File: src/rtl/instr_fetch.sv
// Instruction fetch stage: a two-state FETCH/HOLD machine that requests a word,
// holds it until downstream retires it, then advances pc sequentially or to a branch target.
module instr_fetch #(
    parameter logic [31:0] RESET_PC = 32'h0000_0000
) (
    input  logic        clk,
    input  logic        rst,
    output logic        imem_req,
    output logic [31:0] imem_addr,
    input  logic        imem_ready,
    input  logic [31:0] imem_rdata,
    output logic [31:0] instr,
    output logic        instr_valid,
    input  logic        stall,
    input  logic        pc_src,
    input  logic [31:0] imm,
    output logic [31:0] pc,
    output logic [31:0] pc_plus4,
    output logic        misalign,
    output logic [31:0] instret
);

    typedef enum logic {
        FETCH = 1'b0,
        HOLD  = 1'b1
    } state_t;

    localparam logic [31:0] NOP = 32'h0000_0013;

    state_t      state_q, state_d;
    logic [31:0] pc_q, pc_d;
    logic [31:0] instr_q, instr_d;
    logic [31:0] instret_q, instret_d;
    logic        misalign_q, misalign_d;
    logic [31:0] branch_target;

    assign pc_plus4      = pc_q + 32'd4;
    assign branch_target = pc_q + imm;

    always_comb begin
        state_d     = state_q;
        pc_d        = pc_q;
        instr_d     = instr_q;
        instret_d   = instret_q;
        misalign_d  = 1'b0;
        imem_req    = 1'b0;
        instr_valid = 1'b0;
        case (state_q)
            FETCH: begin
                imem_req = 1'b1;
                if (imem_ready) begin
                    instr_d = imem_rdata;
                    state_d = HOLD;
                end
            end
            HOLD: begin
                instr_valid = 1'b1;
                if (!stall) begin
                    state_d   = FETCH;
                    instret_d = instret_q + 32'd1;
                    // Misaligned branch targets are forced to a word boundary and flagged.
                    if (pc_src) begin
                        pc_d       = {branch_target[31:2], 2'b00};
                        misalign_d = |branch_target[1:0];
                    end else begin
                        pc_d = pc_plus4;
                    end
                end
            end
            default: state_d = FETCH;
        endcase
    end

    always_ff @(posedge clk) begin
        if (rst) begin
            state_q    <= FETCH;
            pc_q       <= RESET_PC;
            instr_q    <= NOP;
            instret_q  <= 32'd0;
            misalign_q <= 1'b0;
        end else begin
            state_q    <= state_d;
            pc_q       <= pc_d;
            instr_q    <= instr_d;
            instret_q  <= instret_d;
            misalign_q <= misalign_d;
        end
    end

    assign imem_addr = pc_q;
    assign pc        = pc_q;
    assign instr     = instr_q;
    assign instret   = instret_q;
    assign misalign  = misalign_q;

endmodule

File: config.mk
export PLATFORM = sky130hd
export DESIGN_NAME = instr_fetch
export DESIGN_NICKNAME = d
export VERILOG_FILES = /design/src/rtl/instr_fetch.sv
export SDC_FILE = /design/constraint.sdc
export NUM_CORES = 1
export LEC_CHECK = 0
export BUFFER_PORTS_ARGS = -buffer_cell sky130_fd_sc_hd__buf_2
export CORE_ASPECT_RATIO = 0.7
export CORE_MARGIN = 10
export CORE_UTILIZATION = 25
export CTS_BUF_LIST = sky130_fd_sc_hd__clkbuf_16
export DETAILED_ROUTE_END_ITERATION = 12
export PLACE_DENSITY_LB_ADDON = 0.1
export SLEW_MARGIN = 20
export SYNTH_ARGS = -nofsm -noshare
export SYNTH_HDL_FRONTEND = slang
export SYNTH_SLANG_ARGS = --single-unit
File: constraint.sdc
create_clock -name clk -period 4 [get_ports clk]
set_input_delay 0.4 -clock clk [delete_from_list [all_inputs] [get_ports clk]]
set_output_delay 0.4 -clock clk [all_outputs]
set_load 0.1 [all_outputs]
==> summary.md, run 1 <==
| Metric | Value |
|---|---|
| Sequential element share of the synthesized area | `between 30% and 40%` |
| H-tree levels | `3` |
| Post-synth EDFFs | `0` |
| Total grt overflow | `0` |
| Top-area cell type share of the netlist area | `a little over 30%` |
| Die X-Extent | `208.0 µm` |
| Switching power summed over all nets | `between 1 and 1.5 mW` |
| Largest cells by area after synthesis | `dfxtp_1 (31%), nand2_1 (7.5%), ha_1 (6.3%), xor2_1 (5.9%), a21oi_1 (5.9%)` |
| CTS tree | `yes` |
| Worst R2R Setup Slack | `around 1100 ps` |
| Critical-path maximum fanout | `8` |
| Dpl ws | `a little under 900 ps` |
| Tightest Pin Transition | `roughly 900 ps` |
| DR WL/cell | `18.69 µm` |
| P per Cell Area | `between 300 and 400 nW/µm²` |
| Adder-cell share of the synthesized area | `under 10%` |
| Yosys warnings | `0` |
| Sw Share | `a little over two fifths` |
| Setup crit start kind | `flop` |
| RSZ-0062 raised after global routing | `false` |
| Share of layout cells above drive strength 1 | `29.13%` |
| Gate power share | `~34%` |
| Crit path DAT | `3110 ps` |
| Clock share of power | `29.0%` |
| CTS max path bufs | `2` |
| Die Y | `between 150 and 200 µm` |
| Final Total Pwr | `roughly 2.8 mW` |
| Clock Latency Late Sink | `between 300 and 400 ps` |
| Complex-gate fraction of the synthesized area | `between 10% and 20%` |
| Clk sinks | `96` |
| Buffers on Ports | `225` |
| Xor/xnor share of the synthesized area | `between 10% and 20%` |
| Initial antenna violation count | `0` |
| Largest net degree at the start of global routing | `64` |
| Hold_buf cts | `0` |
| Hold_ws | `251.4 ps` |
| Total CTS buffers | `9` |
| Largest family of logic cells by synthesized area | `simple AND/OR/NAND/NOR gates` |
| # DRC | `0` |
| Most common cell after layout, fill and taps aside | `buf_2` |
| Setup ws final | `between 400 and 500 ps` |
| Synthesized cell area | `roughly 6200 µm²` |
| Simple-gate share of the synthesized area | `about a quarter` |
| DP Cell Count | `about 1300` |
| Post-CTS setup buffer count | `0` |
| WL final | `between 20000 and 25000 µm` |
| DR iter-0 viols | `between 400 and 500` |
| Layout area overhead | `25.78%` |
| Root Driver | `clkbuf_16` |
| # setup viols final | `0` |
| Primary FF master, synth | `dfxtp_1` |
| Vias per inst | `roughly 4.7` |
| CP required | `3600 ps` |
| Routed vias | `just over 6000` |
| CTS resizes | `0` |
| Rows | `48` |
| Starting density of the core | `25.25%` |
| Final slew viol count | `0` |
| Core area | `between 20000 and 25000 µm²` |
| Fin. Hold Viols | `0` |
| Internal Power | `1.605 mW` |
| Final GP Congestion | `roughly 0.86` |
| Antenna Nets Post-Route | `0` |
| Multi-input logic area | `roughly 4000 µm²` |
| Leakage | `approximately 3.6 nW` |
| Syn Area/Cell | `around 8 µm²` |
| Status | `complete, no violations` |
| Reg power frac | `36.7%` |
| Mux contribution to synthesized area | `less than 1%` |
| Worst Skew | `~10 ps` |
| Final layout net count | `approximately 1100` |
| Period utilization | `~90%` |
| Min-delay worst type | `input pin to flop` |
| Peak supply drop | `0.4503 mV` |
| Layout fillers | `about 2700` |
| Max_cap viols | `0` |
| Relative slew slack | `between 30% and 40%` |
| Dpl hpwl | `between 15000 and 20000 µm` |
| IO Pins | `approximately 230` |
| Core Util, Final | `between 30% and 40%` |
| Critical path class | `flop to output port` |
| GRT Total Usage | `around 15%` |
| Vias in the first global route | `between 5000 and 6000` |
| Count of different cell masters after synthesis | `between 60 and 70` |
| Fin cells | `1300` |
| Most frequent cells in the layout | `buf_2 (225), nand2_1 (123), dfxtp_1 (96), a21oi_1 (73), nor2_1 (68)` |
| Drt first pass iters | `5` |
| Total die area | `31540 µm²` |
| Gate Count Post-Synth | `~790` |
| Synth area leader | `dfxtp_1` |
| Sequential Area | `around 1900 µm²` |
| Min Tclk post-route | `3508 ps` |
| Crit end category | `output port` |
| Clk slew on worst S/H paths | `roughly 80 ps` |
| First-pass GRT wire length | `~37000 µm` |
| # diodes | `0` |
| Ys async rst share | `0%` |
| Register bit total from synthesis | `96` |
| FMAX | `between 200 and 300 MHz` |
synth_stat cells, types with 2 or more instances:
cell,n
nand2b_1,3
a21oi_2,3
nor3b_1,5
a21o_1,8
ha_1,31
o221ai_2,2
nand3b_1,3
and4_1,9
nand3_1,18
buf_2,2
xor2_1,42
a221oi_1,2
a311oi_1,4
nand4_1,15
a31oi_1,7
inv_1,8
buf_1,3
o31a_1,5
o21a_1,5
o31ai_1,3
o21ai_0,42
nor2_1,68
and2_1,12
dfxtp_1,96
and3_1,17
a21oi_1,73
a22oi_1,6
nand2_1,124
o22ai_1,5
a211oi_1,6
xnor2_1,36
or3_1,9
and3_4,2
o21ai_1,2
nor3_1,13
a221o_1,2
nor2b_1,7
buf_4,36
a21boi_0,2
o21bai_1,3
clkbuf_1,29
worst max-delay path, cell delays in order, from the launching register on:
cell,delay (ps)
dfxtp_1,470
ha_1,270
and3_1,250
and2_1,280
nand2_1,170
nor2_1,450
and2_1,290
xor2_2,130
buf_2,440
stage by stage:
step / cell area (µm²) / setup TNS, ps
global placement: 7517 / 0
finish: 7782 / 0
detailed placement: 7520 / 0
global route: 7782 / 0
floorplan: 6326 / -18.44
CTS: 7782 / 0
power groups by stage:
stage	combinational, mW	clock, mW	sequential [mW]
2_1_floorplan	0.543	0	1.32
4_1_cts	0.979	0.864	1.04
3_5_place_dp	0.977	0	1.07
5_1_grt	1.03	0.894	1.05
6_report	0.975	0.825	1.04
3_3_place_gp	0.982	0	1.06
worst paths after layout:
kind,from,end,depth (start not counted)
min reg2reg,instr[6],instr[6],2
min,imm[0],misalign,3
max,imem_addr[2],pc_plus4[20],8
max reg2reg,imem_addr[5],imem_addr[28],9
logic make-up after synthesis:
family / count (synthesis)
flip-flops: 96
AND/OR/NAND/NOR: 312
adder cells (fa/ha/maj): 31
AO/OA/AOI/OAI: 193
XOR/XNOR: 78
buffers and inverters: 80
other: 1
multiplexers: 1
area by class of cell:
class	instances	area share, %
clock buffers	9	2.894
flip-flops and latches	96	24.69
multi-input cells	621	50.93
repair buffers	234	15.34
well taps	325	5.225
inverters	9	0.4341
clock inverters	6	0.4823
flip-flops by register name, indices dropped and copies added (netlist names):
name and cells:
imem_addr 30, state_q 1, instr 32, instret 32, misalign 1
routing by layer:
| layer | GRT usage, % | up-vias | share of wire (%) |
|---|---|---|---|
| met4 | 2.600 | 0 | 0.79 |
| li1 | - | 3107 | - |
| met2 | 20.08 | 186 | 40 |
| met5 | 0 | - | 0 |
| met1 | 22.06 | 2867 | 52 |
| met3 | 4.669 | 11 | 7.1 |
Note: power is estimated with default switching activity, not from simulation.
==> run 2: changes to the inputs <==
--- a/config.mk
+++ b/config.mk
@@ -5,12 +5,14 @@
 export SDC_FILE = /design/constraint.sdc
 export NUM_CORES = 1
 export LEC_CHECK = 0
+export ABC_AREA = 1
 export BUFFER_PORTS_ARGS = -buffer_cell sky130_fd_sc_hd__buf_2
 export CORE_ASPECT_RATIO = 0.7
 export CORE_MARGIN = 10
 export CORE_UTILIZATION = 25
 export CTS_BUF_LIST = sky130_fd_sc_hd__clkbuf_16
 export DETAILED_ROUTE_END_ITERATION = 12
+export GPL_TIMING_DRIVEN = 0
 export PLACE_DENSITY_LB_ADDON = 0.1
 export SLEW_MARGIN = 20
 export SYNTH_ARGS = -nofsm -noshare
==> run 2 against run 1 <==
  * Global-route usage is 2.3 points higher
  * Total power is 4.9% higher
  * Register-to-register slack better by 410 ps
  * Setup slack better by 240 ps
  * Critical path type unchanged
  * Largest cell class unchanged
  * Highest routed layer is now met5
==> summary.md, run 2 <==
| Metric | Value |
|---|---|
| Primary FF master, synth | `dfxtp_1` |
| CTS resizes | `0` |
| First-pass GRT wire length | `between 40000 and 50000 µm` |
| Met1 wire length | `between 15000 and 20000 µm` |
| Reg power frac | `between 30% and 40%` |
| Routed vias | `~8400` |
| Final GP Congestion | `around 0.9` |
| CTS tree | `yes` |
| Uppermost layer routed | `met5` |
| Internal Power | `around 1.7 mW` |
| Core Util, Final | `about a third` |
| DR WL/cell | `roughly 17 µm` |
| Critical path class | `flop to output port` |
| Crit path DAT | `2870 ps` |
| Largest cells by area after synthesis | `dfxtp_1 (26%), nand2_1 (19%), inv_1 (8.3%), nor2_1 (7.6%), nand3_1 (6.0%)` |
| Root Driver | `clkbuf_16` |
| Gate power share | `33.8%` |
| Setup TNS | `0 ps` |
| Core area | `29150 µm²` |
| Switching power summed over all nets | `around 1.3 mW` |
| Sequential element share of the synthesized area | `around a quarter` |
| H-tree levels | `3` |
| Critical-path maximum fanout | `7` |
| Final Total Pwr | `2.981 mW` |
| P per Cell Area | `between 300 and 400 nW/µm²` |
| Status | `complete, no violations` |
| Tightest Pin Transition | `859.8 ps` |
| Most frequent cells in the layout | `nand2_1 (369), buf_2 (226), inv_1 (167), nor2_1 (152), dfxtp_1 (96)` |
| Min-delay worst type | `input pin to flop` |
| CTS max path bufs | `2` |
| Hold endpoint | `instr[4]` |
| Layout area overhead | `25.69%` |
| Vias per inst | `about 4.5` |
| Synth area leader | `dfxtp_1` |
| Final slew viol count | `0` |
| Total die area | `37290 µm²` |
| IO Pins | `approximately 230` |
| DR iter-0 viols | `around 510` |
| Rows | `52` |
| Setup crit start kind | `flop` |
| RSZ-0062 raised after global routing | `false` |
| Clk sinks | `96` |
| Post-CTS setup buffer count | `0` |
| Starting density of the core | `roughly a quarter` |
| # DRC | `0` |
| Vias in the first global route | `7972` |
| Initial antenna violation count | `1` |
| Count of different cell masters after synthesis | `50` |
| Final layout net count | `about 1600` |
| Total grt overflow | `0` |
| Max_cap viols | `0` |
| Syn Area/Cell | `a little over 6 µm²` |
| # setup viols final | `0` |
| Clock Latency Late Sink | `~370 ps` |
| Fin. Hold Viols | `0` |
| DR WL met3 | `~2000 µm` |
| WL final | `between 30000 and 40000 µm` |
| Buffers on Ports | `224` |
| GRT Total Usage | `~17%` |
| Ys async rst share | `0%` |
| Largest net degree at the start of global routing | `18` |
| Worst R2R Setup Slack | `1470 ps` |
| Yosys warnings | `0` |
| Die Y | `around 160 µm` |
| Total CTS buffers | `9` |
| Most common cell after layout, fill and taps aside | `nand2_1` |
| Synthesized cell area | `7467 µm²` |
| Register bit total from synthesis | `96` |
| Drt first pass iters | `5` |
| Clk slew on worst S/H paths | `80 ps` |
| Top-area cell type share of the netlist area | `between 20 and 30%` |
| RR Endpoint | `imem_addr[25]` |
| Period utilization | `between 80% and 90%` |
| Most frequent cell after synthesis | `nand2_1` |
| Post-synth top cells | `nand2_1 (369), inv_1 (166), nor2_1 (152)` |
| # diodes | `0` |
| Die X-Extent | `roughly 230 µm` |
| Sw Share | `a little over two fifths` |
| Reg-to-reg startpoint | `imem_addr[24]` |
| Hold_buf cts | `0` |
| Hold path depth | `3` |
| Antenna Nets Post-Route | `0` |
| Gate Count Post-Synth | `around 1200` |
| Min-Delay Startpoint | `imem_rdata[4]` |
| Worst Skew | `between 10 and 15 ps` |
| Crit end category | `output port` |
| R2R cell count | `10` |
| Min Tclk post-route | `between 3000 and 4000 ps` |
| DR WL met2 | `12840 µm` |
| Relative slew slack | `42.47%` |
| Clock share of power | `31.1%` |
| FMAX | `about 310 MHz` |
| Leakage | `slightly above 5 nW` |
| Peak supply drop | `around 0.25 mV` |
| Post-synth EDFFs | `0` |
| CP required | `~3600 ps` |
| Share of layout cells above drive strength 1 | `between 20 and 25%` |
| Dpl hpwl | `approximately 27000 µm` |
run 2: changes by cell type after synthesis, sizes merged, moves of 10 or more:
cell	previous run	this run
a21oi	77	40
and3	19	4
and4	10	0
clkbuf	29	17
inv	9	170
nand2	124	379
nand3	18	90
nor2	69	161
nor3	14	37
o21ai	45	58
xnor2	36	17
xor2	42	23
run 2: area by class of cell:
class / instances / area [µm²]
Buffer: 61 / 390.4
Clock buffer: 9 / 225.2
Clock inverter: 7 / 80.08
Fill cell: 3391 / 19760
Inverter: 170 / 638.1
Multi-Input combinational cell: 908 / 4536
Sequential cell: 96 / 1922
Tap cell: 378 / 473.0
Timing Repair Buffer: 224 / 1121
run 2: logic make-up (layout without fill, tap and decap cells):
kind of cell	Yosys count	count (layout)	synth area share [%]
adder cells (fa/ha/maj)	31	31	5.194
AND/OR/NAND/NOR	708	708	41.45
flip-flops	96	96	25.74
other	1	6	0.05022
AO/OA/AOI/OAI	123	123	9.099
buffers and inverters	231	471	13.77
XOR/XNOR	40	40	4.692
run 2: power by group through the flow:
stage | combinational (mW) | sequential [mW] | clock, mW
detailed placement | 1.01 | 1.07 | 0
global route | 1.08 | 1.05 | 1.00
global placement | 1.01 | 1.06 | 0
finish | 1.01 | 1.04 | 0.928
floorplan | 0.499 | 1.35 | 0
CTS | 1.01 | 1.04 | 0.969
run 2: per-stage QoR:
step | std cells | hold WS, ps | area (µm²) | setup slack [ps]
after global routing | 1853 | 226.8 | 9385 | 679.7
after global placement | 1837 | 435.6 | 9080 | 1166
after CTS | 1853 | 215.0 | 9385 | 764.8
after detailed placement | 1837 | 442.6 | 9080 | 1180
final | 1853 | 239.5 | 9385 | 733.2
after floorplan | 1235 | 527.1 | 7486 | 189.9
run 2: per-layer routing:
| metal | GRT usage (%) | up-vias |
|---|---|---|
| li1 | - | 4324 |
| met1 | 25.85 | 3796 |
| met2 | 24.07 | 213 |
| met3 | 3.721 | 15 |
| met4 | 2.980 | 2 |
| met5 | 0 | - |
run 2: worst max-delay path: stages, from the launching register on:
cell and delay, ps:
dfxtp_1 510, ha_1 260, nand2_2 80, nor3_2 500, inv_2 90, nor2_4 210, xor2_1 340, buf_2 500
run 2: worst max path at each step:
stage	slack, ps	startpoint	to
after floorplan	190	imem_addr[3]	pc_plus4[12]
after global placement	1170	imem_addr[3]	pc_plus4[12]
after detailed placement	1180	imem_addr[3]	pc_plus4[12]
after CTS	760	imem_addr[3]	pc_plus4[12]
after global routing	680	imem_addr[3]	pc_plus4[12]
final	730	imem_addr[3]	pc_plus4[12]
==> run 3: changes to the inputs <==
==> constraint.sdc (replaced) <==
create_clock -name clk -period 2.8 [get_ports clk]
set_input_delay 0.28 -clock clk [delete_from_list [all_inputs] [get_ports clk]]
set_output_delay 0.28 -clock clk [all_outputs]
set_load 0.1 [all_outputs]
==> run 3 against run 2 <==
  * Clock power increased by 30%
  * Clock skew is 2.4 ps lower
  * Die area unchanged
  * Largest power group unchanged
==> summary.md, run 3 (same netlist as run 2, synthesis figures left out) <==
| Metric | Value |
|---|---|
| First-pass GRT wire length | `between 40000 and 50000 µm` |
| Critical Path Most Common Cell | `nand2_1` |
| FMAX | `~380 MHz` |
| Crit path to | `pc_plus4[22]` |
| RSZ-0062 raised after global routing | `false` |
| Die Y | `between 150 and 200 µm` |
| CP peak stage delay | `480 ps` |
| Finished layout cell area | `about 9600 µm²` |
| Most common cell after layout, fill and taps aside | `nand2_1` |
| CTS tree | `yes` |
| R2R cell count | `11` |
| # diodes | `0` |
| RR Endpoint | `imem_addr[22]` |
| Fin. Hold Viols | `0` |
| Total grt overflow | `0` |
| Crit path from | `imem_addr[12]` |
| Relative slew slack | `38.30%` |
| Total CTS buffers | `9` |
| IO Pins | `232` |
| CTS max path bufs | `2` |
| Reg-to-reg startpoint | `imem_addr[11]` |
| Hold path depth | `3` |
| Buffers on Ports | `around 220` |
| Tightest Pin Transition | `925.5 ps` |
| P per Cell Area | `435.0 nW/µm²` |
| Status | `complete, no violations` |
| Dpl ws | `around 140 ps` |
| Final layout net count | `1572` |
| Layout area overhead | `28.17%` |
| Setup ws final | `163.0 ps` |
| Starting density of the core | `roughly a quarter` |
| DR WL/cell | `17.52 µm` |
| Die X-Extent | `226.6 µm` |
| # setup viols final | `0` |
| DR iter-0 viols | `about 720` |
| Critical path class | `flop to output port` |
| Final GP Congestion | `0.9199` |
| GRT Total Usage | `between 10% and 20%` |
| Clk slew on worst S/H paths | `roughly 70 ps` |
| Vias in the first global route | `roughly 8000` |
| # DRC | `0` |
| Largest net degree at the start of global routing | `18` |
| H-tree levels | `3` |
| Dpl hpwl | `approximately 27000 µm` |
| Peak supply drop | `roughly 0.25 mV` |
| Crit end category | `output port` |
| Routed vias | `8361` |
| Slowest CP cell | `dfxtp_2` |
| Drt first pass iters | `5` |
| Hold_buf cts | `0` |
| Critical-path maximum fanout | `7` |
| Hold_ws | `~120 ps` |
| Clk sinks | `96` |
| Min Tclk post-route | `around 2600 ps` |
| Min-delay worst type | `input pin to flop` |
| Initial antenna violation count | `0` |
| WL final | `32490 µm` |
| Period utilization | `between 90% and 100%` |
| Most frequent cells in the layout | `nand2_1 (369), buf_2 (213), inv_1 (167), nor2_1 (150), nand3_1 (89)` |
| Total die area | `between 30000 and 40000 µm²` |
| Vias per inst | `4.507` |
| Setup crit start kind | `flop` |
| Worst Skew | `roughly 10 ps` |
| Crit path cell chain | `nand2_1, nor3_1, nand2_1, nor2_1, nand3b_1, nand2_1, clkbuf_4` |
| Rows | `52` |
| Final slew viol count | `0` |
| Core area | `roughly 29000 µm²` |
| Antenna Nets Post-Route | `0` |
| Root Driver | `clkbuf_16` |
| CP required | `2520 ps` |
| Clock Latency Late Sink | `about 370 ps` |
| Area of placed instances | `between 9000 and 10000 µm²` |
| Crit path DAT | `between 2000 and 2500 ps` |
| Share of layout cells above drive strength 1 | `24.51%` |
| Max_cap viols | `0` |
| Leakage | `~5.2 nW` |
| Setup TNS | `0 ps` |
| Worst R2R Setup Slack | `between 300 and 400 ps` |
[run 3: cell types whose count changed in the layout (fill, tap and decap cells not counted), sizes merged]
cell / before / now
buf: 267 / 263
bufinv: 1 / 0
inv: 174 / 173
clkbuf: 26 / 32
clkinvlp: 0 / 2
[run 3: layout make-up]
type / count / area, µm²
plain buffers: 61 / 390.4
clock buffers: 9 / 225.2
clock inverters: 7 / 56.30
fillers: 3358 / 19580
inverters: 170 / 638.1
multi-input cells: 908 / 4666
flip-flops and latches: 96 / 1953
well taps: 378 / 473.0
repair buffers: 226 / 1169
[run 3: metal layers]
layer	up-vias	GRT usage, %	wire length, µm
li1	4325	-	-
met1	3792	26.83	17410
met2	234	22.83	12420
met3	10	4.377	2479
met4	0	2.767	185
met5	-	0	0
[run 3: how the worst min path moves through the flow]
stage                        from        to
finish              imem_rdata[1]  instr[1]
global route        imem_rdata[4]  instr[4]
CTS                 imem_rdata[1]  instr[1]
detailed placement       instr[4]  instr[4]
global placement         instr[0]  instr[0]
floorplan           imem_rdata[0]  instr[0]
[run 3: report_power, final]
group,internal (mW),switching [mW]
clock,0.612,0.601
sequential,1.43,0.0699
combinational,0.289,1.16
total,2.33,1.83
[run 3: critical path, delay by kind of cell (launching register included)]
family	cells	cell delay, ps
AND/OR/NAND/NOR	6	1140
flip-flops	1	480
buffers and inverters	1	380
[run 3: timing repair]
action,4_1_cts,5_1_grt
gates resized for setup,10,11
pin swaps,0,1
setup endpoints to repair,9,14
setup buffers,0,2
[run 3: per-stage QoR]
step	utilization [%]	total power [mW]	instances
floorplan	-	2.644	1235
global placement	31.58	2.979	1837
detailed placement	31.58	2.981	1837
CTS	32.65	4.238	1853
global route	32.83	4.388	1855
finish	32.83	4.163	1855
